File: config.mk
export PLATFORM = sky130hd
export DESIGN_NAME = csma_backoff
export DESIGN_NICKNAME = d
export VERILOG_FILES = /design/src/rtl/xpu_csma_pkg.sv /design/src/rtl/backoff_lfsr.sv /design/src/rtl/csma_backoff.sv
export SDC_FILE = /design/constraint.sdc
export NUM_CORES = 1
export LEC_CHECK = 0
export ABC_AREA = 0
export CORE_ASPECT_RATIO = 0.75
export CORE_MARGIN = 2
export CORE_UTILIZATION = 25
export DETAILED_ROUTE_END_ITERATION = 8
export MAX_ROUTING_LAYER = met4
export PLACE_DENSITY_LB_ADDON = 0.15
export SETUP_SLACK_MARGIN = 0.5
export SKIP_LAST_GASP = 1
export SLEW_MARGIN = 20
export SYNTH_ARGS = -nofsm -noshare
export SYNTH_HDL_FRONTEND = slang
export SYNTH_SLANG_ARGS = --single-unit
File: constraint.sdc
create_clock -name clk -period 10 [get_ports clk]
set_clock_uncertainty 0.15 [all_clocks]
set_input_delay 2.5 -clock clk [delete_from_list [all_inputs] [get_ports clk]]
set_output_delay 2.5 -clock clk [all_outputs]
set_load 0.01 [all_outputs]
File: src/rtl/xpu_csma_pkg.sv
// Shared definitions for the CSMA/CA channel-access engine: state encoding,
// LFSR polynomial and default widths.
package xpu_csma_pkg;

  localparam int          SLOT_W_DEF    = 12;
  localparam int          IFS_W_DEF     = 14;
  localparam int          BO_W_DEF      = 10;
  localparam logic [15:0] LFSR_SEED_DEF = 16'hACE1;

  // Galois taps for x^16 + x^14 + x^13 + x^11 + 1 (right-shifting form).
  localparam logic [15:0] LFSR_TAPS = 16'hB400;

  typedef enum logic [1:0] {
    ST_IDLE    = 2'd0,
    ST_IFS     = 2'd1,
    ST_BACKOFF = 2'd2,
    ST_WAIT_TX = 2'd3
  } csma_state_t;

  function automatic logic [15:0] lfsr_next(input logic [15:0] s);
    return s[0] ? ((s >> 1) ^ LFSR_TAPS) : (s >> 1);
  endfunction

endpackage

File: src/rtl/backoff_lfsr.sv
// Free-running 16-bit Galois LFSR used as the backoff random source.
// Advances every cycle, one-cycle latency, never stalls.
module backoff_lfsr
  import xpu_csma_pkg::*;
#(
  parameter logic [15:0] SEED = LFSR_SEED_DEF
) (
  input  logic        clk,
  input  logic        rstn,
  output logic [15:0] lfsr
);

  always_ff @(posedge clk or negedge rstn) begin
    if (!rstn) lfsr <= SEED;
    else       lfsr <= lfsr_next(lfsr);
  end

endmodule

File: src/rtl/csma_backoff.sv
// CSMA/CA access engine: IFS, slotted backoff frozen by busy channel, CW adaptation.
// Registered outputs; grant lands the cycle after the last required idle cycle; tx_req low aborts contention.
module csma_backoff
  import xpu_csma_pkg::*;
#(
  parameter int          SLOT_W    = SLOT_W_DEF,
  parameter int          IFS_W     = IFS_W_DEF,
  parameter int          BO_W      = BO_W_DEF,
  parameter logic [15:0] LFSR_SEED = LFSR_SEED_DEF
) (
  input  logic              clk,
  input  logic              rstn,
  input  logic              ch_idle,
  input  logic [SLOT_W-1:0] slot_cycles,
  input  logic [IFS_W-1:0]  ifs_cycles,
  input  logic [3:0]        cw_min_exp,
  input  logic [3:0]        cw_max_exp,
  input  logic [3:0]        retry_limit,
  input  logic              tx_req,
  input  logic              tx_done,
  input  logic              tx_fail,
  output logic              tx_grant,
  output logic              drop,
  output logic [BO_W-1:0]   backoff_remaining,
  output logic [3:0]        cw_exp,
  output logic [1:0]        state
);

  localparam logic [IFS_W-1:0]  IFS_ONE  = 1;
  localparam logic [SLOT_W-1:0] SLOT_ONE = 1;
  localparam logic [BO_W-1:0]   BO_ONE   = 1;

  csma_state_t       state_q, state_d;
  logic [IFS_W-1:0]  ifs_cnt, ifs_cnt_d, ifs_len;
  logic [SLOT_W-1:0] slot_cnt, slot_cnt_d, slot_len;
  logic [BO_W-1:0]   bo_d;
  logic [3:0]        cw_d, cw_fail, retry_cnt, retry_d;
  logic [4:0]        cw_up;
  logic              residual_valid, resid_d;
  logic              grant_d, drop_d, grant_now, retry_over;
  logic              ifs_hit, slot_hit;
  logic [15:0]       lfsr;
  logic              lfsr_unused;

  backoff_lfsr #(.SEED(LFSR_SEED)) u_lfsr (
    .clk  (clk),
    .rstn (rstn),
    .lfsr (lfsr)
  );

  // Only the low BO_W bits feed the draw.
  assign lfsr_unused = ^lfsr;

  // Mask keeps the low min(e, BO_W) bits of the random word.
  function automatic logic [BO_W-1:0] draw(input logic [BO_W-1:0] rnd, input logic [3:0] e);
    logic [BO_W-1:0] m;
    for (int i = 0; i < BO_W; i++) m[i] = (i < int'(e));
    return rnd & m;
  endfunction

  assign ifs_len    = (ifs_cycles == '0) ? IFS_ONE : ifs_cycles;
  assign slot_len   = (slot_cycles == '0) ? SLOT_ONE : slot_cycles;
  assign ifs_hit    = (ifs_cnt == ifs_len - IFS_ONE);
  assign slot_hit   = (slot_cnt == slot_len - SLOT_ONE);
  assign cw_up      = {1'b0, cw_exp} + 5'd1;
  assign cw_fail    = (cw_up > {1'b0, cw_max_exp}) ? cw_max_exp : cw_up[3:0];
  assign retry_over = ({1'b0, retry_cnt} + 5'd1) > {1'b0, retry_limit};

  always_comb begin
    state_d    = state_q;
    ifs_cnt_d  = ifs_cnt;
    slot_cnt_d = slot_cnt;
    bo_d       = backoff_remaining;
    cw_d       = cw_exp;
    retry_d    = retry_cnt;
    resid_d    = residual_valid;
    grant_d    = 1'b0;
    drop_d     = 1'b0;
    grant_now  = 1'b0;

    case (state_q)
      ST_IDLE: begin
        if (retry_cnt == 4'd0) cw_d = cw_min_exp;
        if (tx_req) begin
          // A frozen residual from an earlier attempt is resumed, not redrawn.
          if (!residual_valid) begin
            bo_d    = draw(lfsr[BO_W-1:0], cw_d);
            resid_d = 1'b1;
          end
          state_d   = ST_IFS;
          ifs_cnt_d = '0;
        end
      end
      ST_IFS: begin
        if (!tx_req) begin
          state_d = ST_IDLE;
        end else if (!ch_idle) begin
          ifs_cnt_d = '0;
        end else if (ifs_hit) begin
          ifs_cnt_d = '0;
          if (backoff_remaining != '0) begin
            state_d    = ST_BACKOFF;
            slot_cnt_d = '0;
          end else begin
            grant_now = 1'b1;
          end
        end else begin
          ifs_cnt_d = ifs_cnt + IFS_ONE;
        end
      end
      ST_BACKOFF: begin
        if (!tx_req) begin
          state_d    = ST_IDLE;
          slot_cnt_d = '0;
        end else if (!ch_idle) begin
          // Freeze: partial slot is lost, the full IFS must be observed again.
          state_d    = ST_IFS;
          ifs_cnt_d  = '0;
          slot_cnt_d = '0;
        end else if (slot_hit) begin
          slot_cnt_d = '0;
          bo_d       = backoff_remaining - BO_ONE;
          grant_now  = (backoff_remaining == BO_ONE);
        end else begin
          slot_cnt_d = slot_cnt + SLOT_ONE;
        end
      end
      ST_WAIT_TX: begin
        if (tx_done) begin
          if (!tx_fail || retry_over) begin
            retry_d = 4'd0;
            cw_d    = cw_min_exp;
            drop_d  = tx_fail;
          end else begin
            retry_d = retry_cnt + 4'd1;
            cw_d    = cw_fail;
          end
          bo_d    = draw(lfsr[BO_W-1:0], cw_d);
          resid_d = 1'b1;
          state_d = ST_IDLE;
        end
      end
      default: state_d = ST_IDLE;
    endcase

    if (grant_now) begin
      grant_d = 1'b1;
      resid_d = 1'b0;
      state_d = ST_WAIT_TX;
    end
  end

  always_ff @(posedge clk or negedge rstn) begin
    if (!rstn) begin
      state_q           <= ST_IDLE;
      ifs_cnt           <= '0;
      slot_cnt          <= '0;
      backoff_remaining <= '0;
      cw_exp            <= 4'd0;
      retry_cnt         <= 4'd0;
      residual_valid    <= 1'b0;
      tx_grant          <= 1'b0;
      drop              <= 1'b0;
    end else begin
      state_q           <= state_d;
      ifs_cnt           <= ifs_cnt_d;
      slot_cnt          <= slot_cnt_d;
      backoff_remaining <= bo_d;
      cw_exp            <= cw_d;
      retry_cnt         <= retry_d;
      residual_valid    <= resid_d;
      tx_grant          <= grant_d;
      drop              <= drop_d;
    end
  end

  assign state = state_q;

endmodule

==> results.py <==
metrics = {
    "timing": {
        "finalHoldViolations": 0,
        "slew_headroom_pct": 37.28,
        "fin_crit_sh_pct": 68.21,
        "rsz0062_at_grt": "no",
        "worst_slack_ns": 3.179,
        "whs_ns": 0.2012,
        "setup_viol": 0,
        "layout_min_cycle_time_ns": 6.821,
        "max_freq_mhz": 146.6,
        "drv_slew": 0,
        "fin_tns_setup_ns": 0,
        "worst_pin_slew_ns": 0.9322,
    },
    "detailed_routing": {
        "wl_per_cell_um": 15.90,
        "ant_nets": 0,
        "dr_total_vias": 4634,
        "drt-vias-per-instance": 5.242,
        "routed_wl_um": 14060,
        "drt_pass1_iterations": 5,
        "drtIter0Drc": 305,
        "post-route-drc-count": 0,
    },
    "synth": {
        "synth_cell_types": 61,
        "synth_warnings": 0,
        "netlist_area_um2": 4838,
        "syn_inst": 569,
        "ys_ff_latch": 65,
        "synth-edff-count": 0,
        "synth.avg_cell_area_um2": 8.503,
        "synthArstFlopShare_pct": 100.0,
        "ys.flop_type": "dfrtp_1",
        "synthesis.nets": 634,
        "seq_area_frac_synth_pct": 33.82,
    },
    "floorplan": {
        "initial_utilization_pct": 25.25,
        "rows": 44,
        "die_h_um": 124.5,
        "dieWidth_um": 164.6,
        "die_area_um2": 20490,
        "io_pins": 62,
        "core_area_um2": 19160,
    },
    "run": {
        "maxCapViolations": 0,
    },
    "cells_and_area": {
        "drive_above_1_share_pct": 6.498,
        "final_common_cell": "clkdlybuf4s50_1",
        "area_delta_synth_final_pct": 24.28,
        "design_area_um2": 6013,
        "n_antenna_cell": 0,
        "finalNonFillerCells": 884,
        "layout_common_cells": "clkdlybuf4s50_1, dfrtp_1, nand2_1, nor2_1, nand3_1",
        "num-nets-final": 691,
    },
    "clock_network": {
        "insertion_delay_ns": 0.34,
        "cts.path.max_buffers": 2,
        "cts_made_buffers": 9,
        "path_clk_slew_ns": 0.06,
        "h-tree-depth": 3,
        "post_cts_buffers": 0,
        "ctsHoldBuffers": 0,
        "post_cts_resize_count": 0,
        "cts_tree": "done",
        "ctsRootBufferMaster": "clkbuf_16",
        "clock-sinks": 65,
    },
    "worst_setup_path": {
        "required_ns": 10.10,
        "cp_max_fo": 16,
        "worstPathArrival_ns": 6.92,
        "startpoint_type": "input pin",
        "worstSetupEndpointType": "flop",
        "path_class": "in -> reg",
    },
    "global_routing": {
        "grt_max_degree": 66,
        "grt_pass1_vias": 4373,
        "grt_usage_pct": 14.36,
        "grt_pass1_wl_um": 23140,
        "gr-total-overflow": 0,
        "antenna_found_initial": 0,
    },
    "placement": {
        "placed_area_um2": 5710,
        "dp_cells": 868,
        "io_buffers": 61,
        "dp_worst_setup_slack_ns": 2.872,
        "dpl.hpwl_um": 10890,
        "gp_congestion": 0.8717,
    },
    "power": {
        "p_leak_nw": 2.528,
        "ir_drop_uv": 80.64,
        "powerDensity_nw_per_um2": 144.7,
    },
    "outcome": {
        "outcome": "finished clean",
    },
    "worst_hold_path": {
        "hold_class": "reg -> reg",
    },
}
## worst max-delay path: stages
cell and delay, ns:
clkdlybuf4s50_1 0.59, nor4_1 0.14, a31oi_1 0.30, ha_1 0.30
or4b_1 0.47, or3_1 0.36, a222oi_1 0.33, nand4_1 0.19
nor4b_4 0.79, nand2_2 0.18, or4b_4 0.55, o2111ai_1 0.20
## layer usage
| layer | vias to the layer above | GRT usage [%] | routed length (um) |
|---|---|---|---|
| met5 | - | - | 0 |
| met4 | 0 | 2.404 | 119 |
| met3 | 12 | 3.197 | 686 |
| met2 | 112 | 20.21 | 5939 |
| met1 | 2258 | 21.23 | 7312 |
| li1 | 2252 | - | - |
## path summary, 6_finish.rpt
check | from | to | slack (ns) | cells after the start
hold / removal | u_lfsr.lfsr[12]$_DFF_PN0_ | u_lfsr.lfsr[11]$_DFF_PN1_ | 0.20 | 0
setup / recovery | slot_cycles[5] | backoff_remaining[5]$_DFFE_PN0P_ | 3.18 | 12
min in group asynchronous | rstn | u_lfsr.lfsr[4]$_DFF_PN0_ | 2.20 | 2
hold reg to reg | u_lfsr.lfsr[12]$_DFF_PN0_ | u_lfsr.lfsr[11]$_DFF_PN1_ | 0.20 | 0
setup reg to reg | cw_exp[0]$_DFFE_PN0P_ | backoff_remaining[0]$_DFFE_PN0P_ | 5.90 | 11
max in group asynchronous | rstn | state[0]$_DFFE_PN0P_ | 6.91 | 2
## registers in the layout, indices dropped and copies added (netlist names)
name,count
backoff_remaining,10
cw_exp,4
residual_valid,1
retry_cnt,4
tx_grant,1
drop,1
slot_cnt,12
ifs_cnt,14
state,2
u_lfsr.lfsr,16
## power by group
group / switching (mW) / internal [mW] / leakage (nW)
Sequential: 0.0254 / 0.277 / 0.859
Combinational: 0.151 / 0.0978 / 1.52
Clock: 0.124 / 0.195 / 0.146
## metrics by stage
step	power [mW]	utilization, %
2_1_floorplan	0.4558	-
3_3_place_gp	0.5532	29.81
3_5_place_dp	0.5540	29.81
4_1_cts	0.8811	31.39
5_1_grt	0.9258	31.39
6_report	0.8703	31.39
## kinds of logic (layout without fill, tap and decap cells)
kind of cell / after synthesis / in the layout / share of synthesized area (%)
flip-flops: 65 / 65 / 33.82
AND/OR/NAND/NOR: 242 / 242 / 26.71
adder cells (fa/ha/maj): 21 / 21 / 5.431
buffers and inverters: 43 / 105 / 3.362
XOR/XNOR: 40 / 40 / 7.241
AO/OA/AOI/OAI: 146 / 146 / 20.84
multiplexers: 12 / 12 / 2.586
## Yosys cell counts (all sizes together) (5+ instances only)
master	number	area share, %
a21o	9	1.4
a31oi	10	1.4
nand2b	7	0.91
inv	26	2.0
mux2i	8	1.7
and3	20	2.6
xor2	20	3.6
nand3	37	3.8
dfstp	8	4.3
nor3b	5	0.78
nand4	14	1.8
ha	21	5.4
o211ai	17	2.6
dfrtp	57	29
nand2	48	3.8
xnor2	20	3.6
nor2	45	3.5
o21a	8	1.2
nor3	17	1.8
nor4	9	1.2
nor2b	6	0.78
or4	5	0.78
a21oi	20	2.1
or2	5	0.65
o21ai	33	3.4
a22o	6	1.1
o221ai	5	0.91
clkbuf	16	1.2
## layout make-up
class | count | area [um^2]
inverters | 26 | 97.59
well taps | 253 | 316.6
multi-input cells | 461 | 3039
flip-flops and latches | 65 | 1637
clock inverters | 7 | 77.57
repair buffers | 63 | 620.6
fillers | 2023 | 13150
clock buffers | 9 | 225.2
Note: power is estimated with default switching activity, not from simulation.
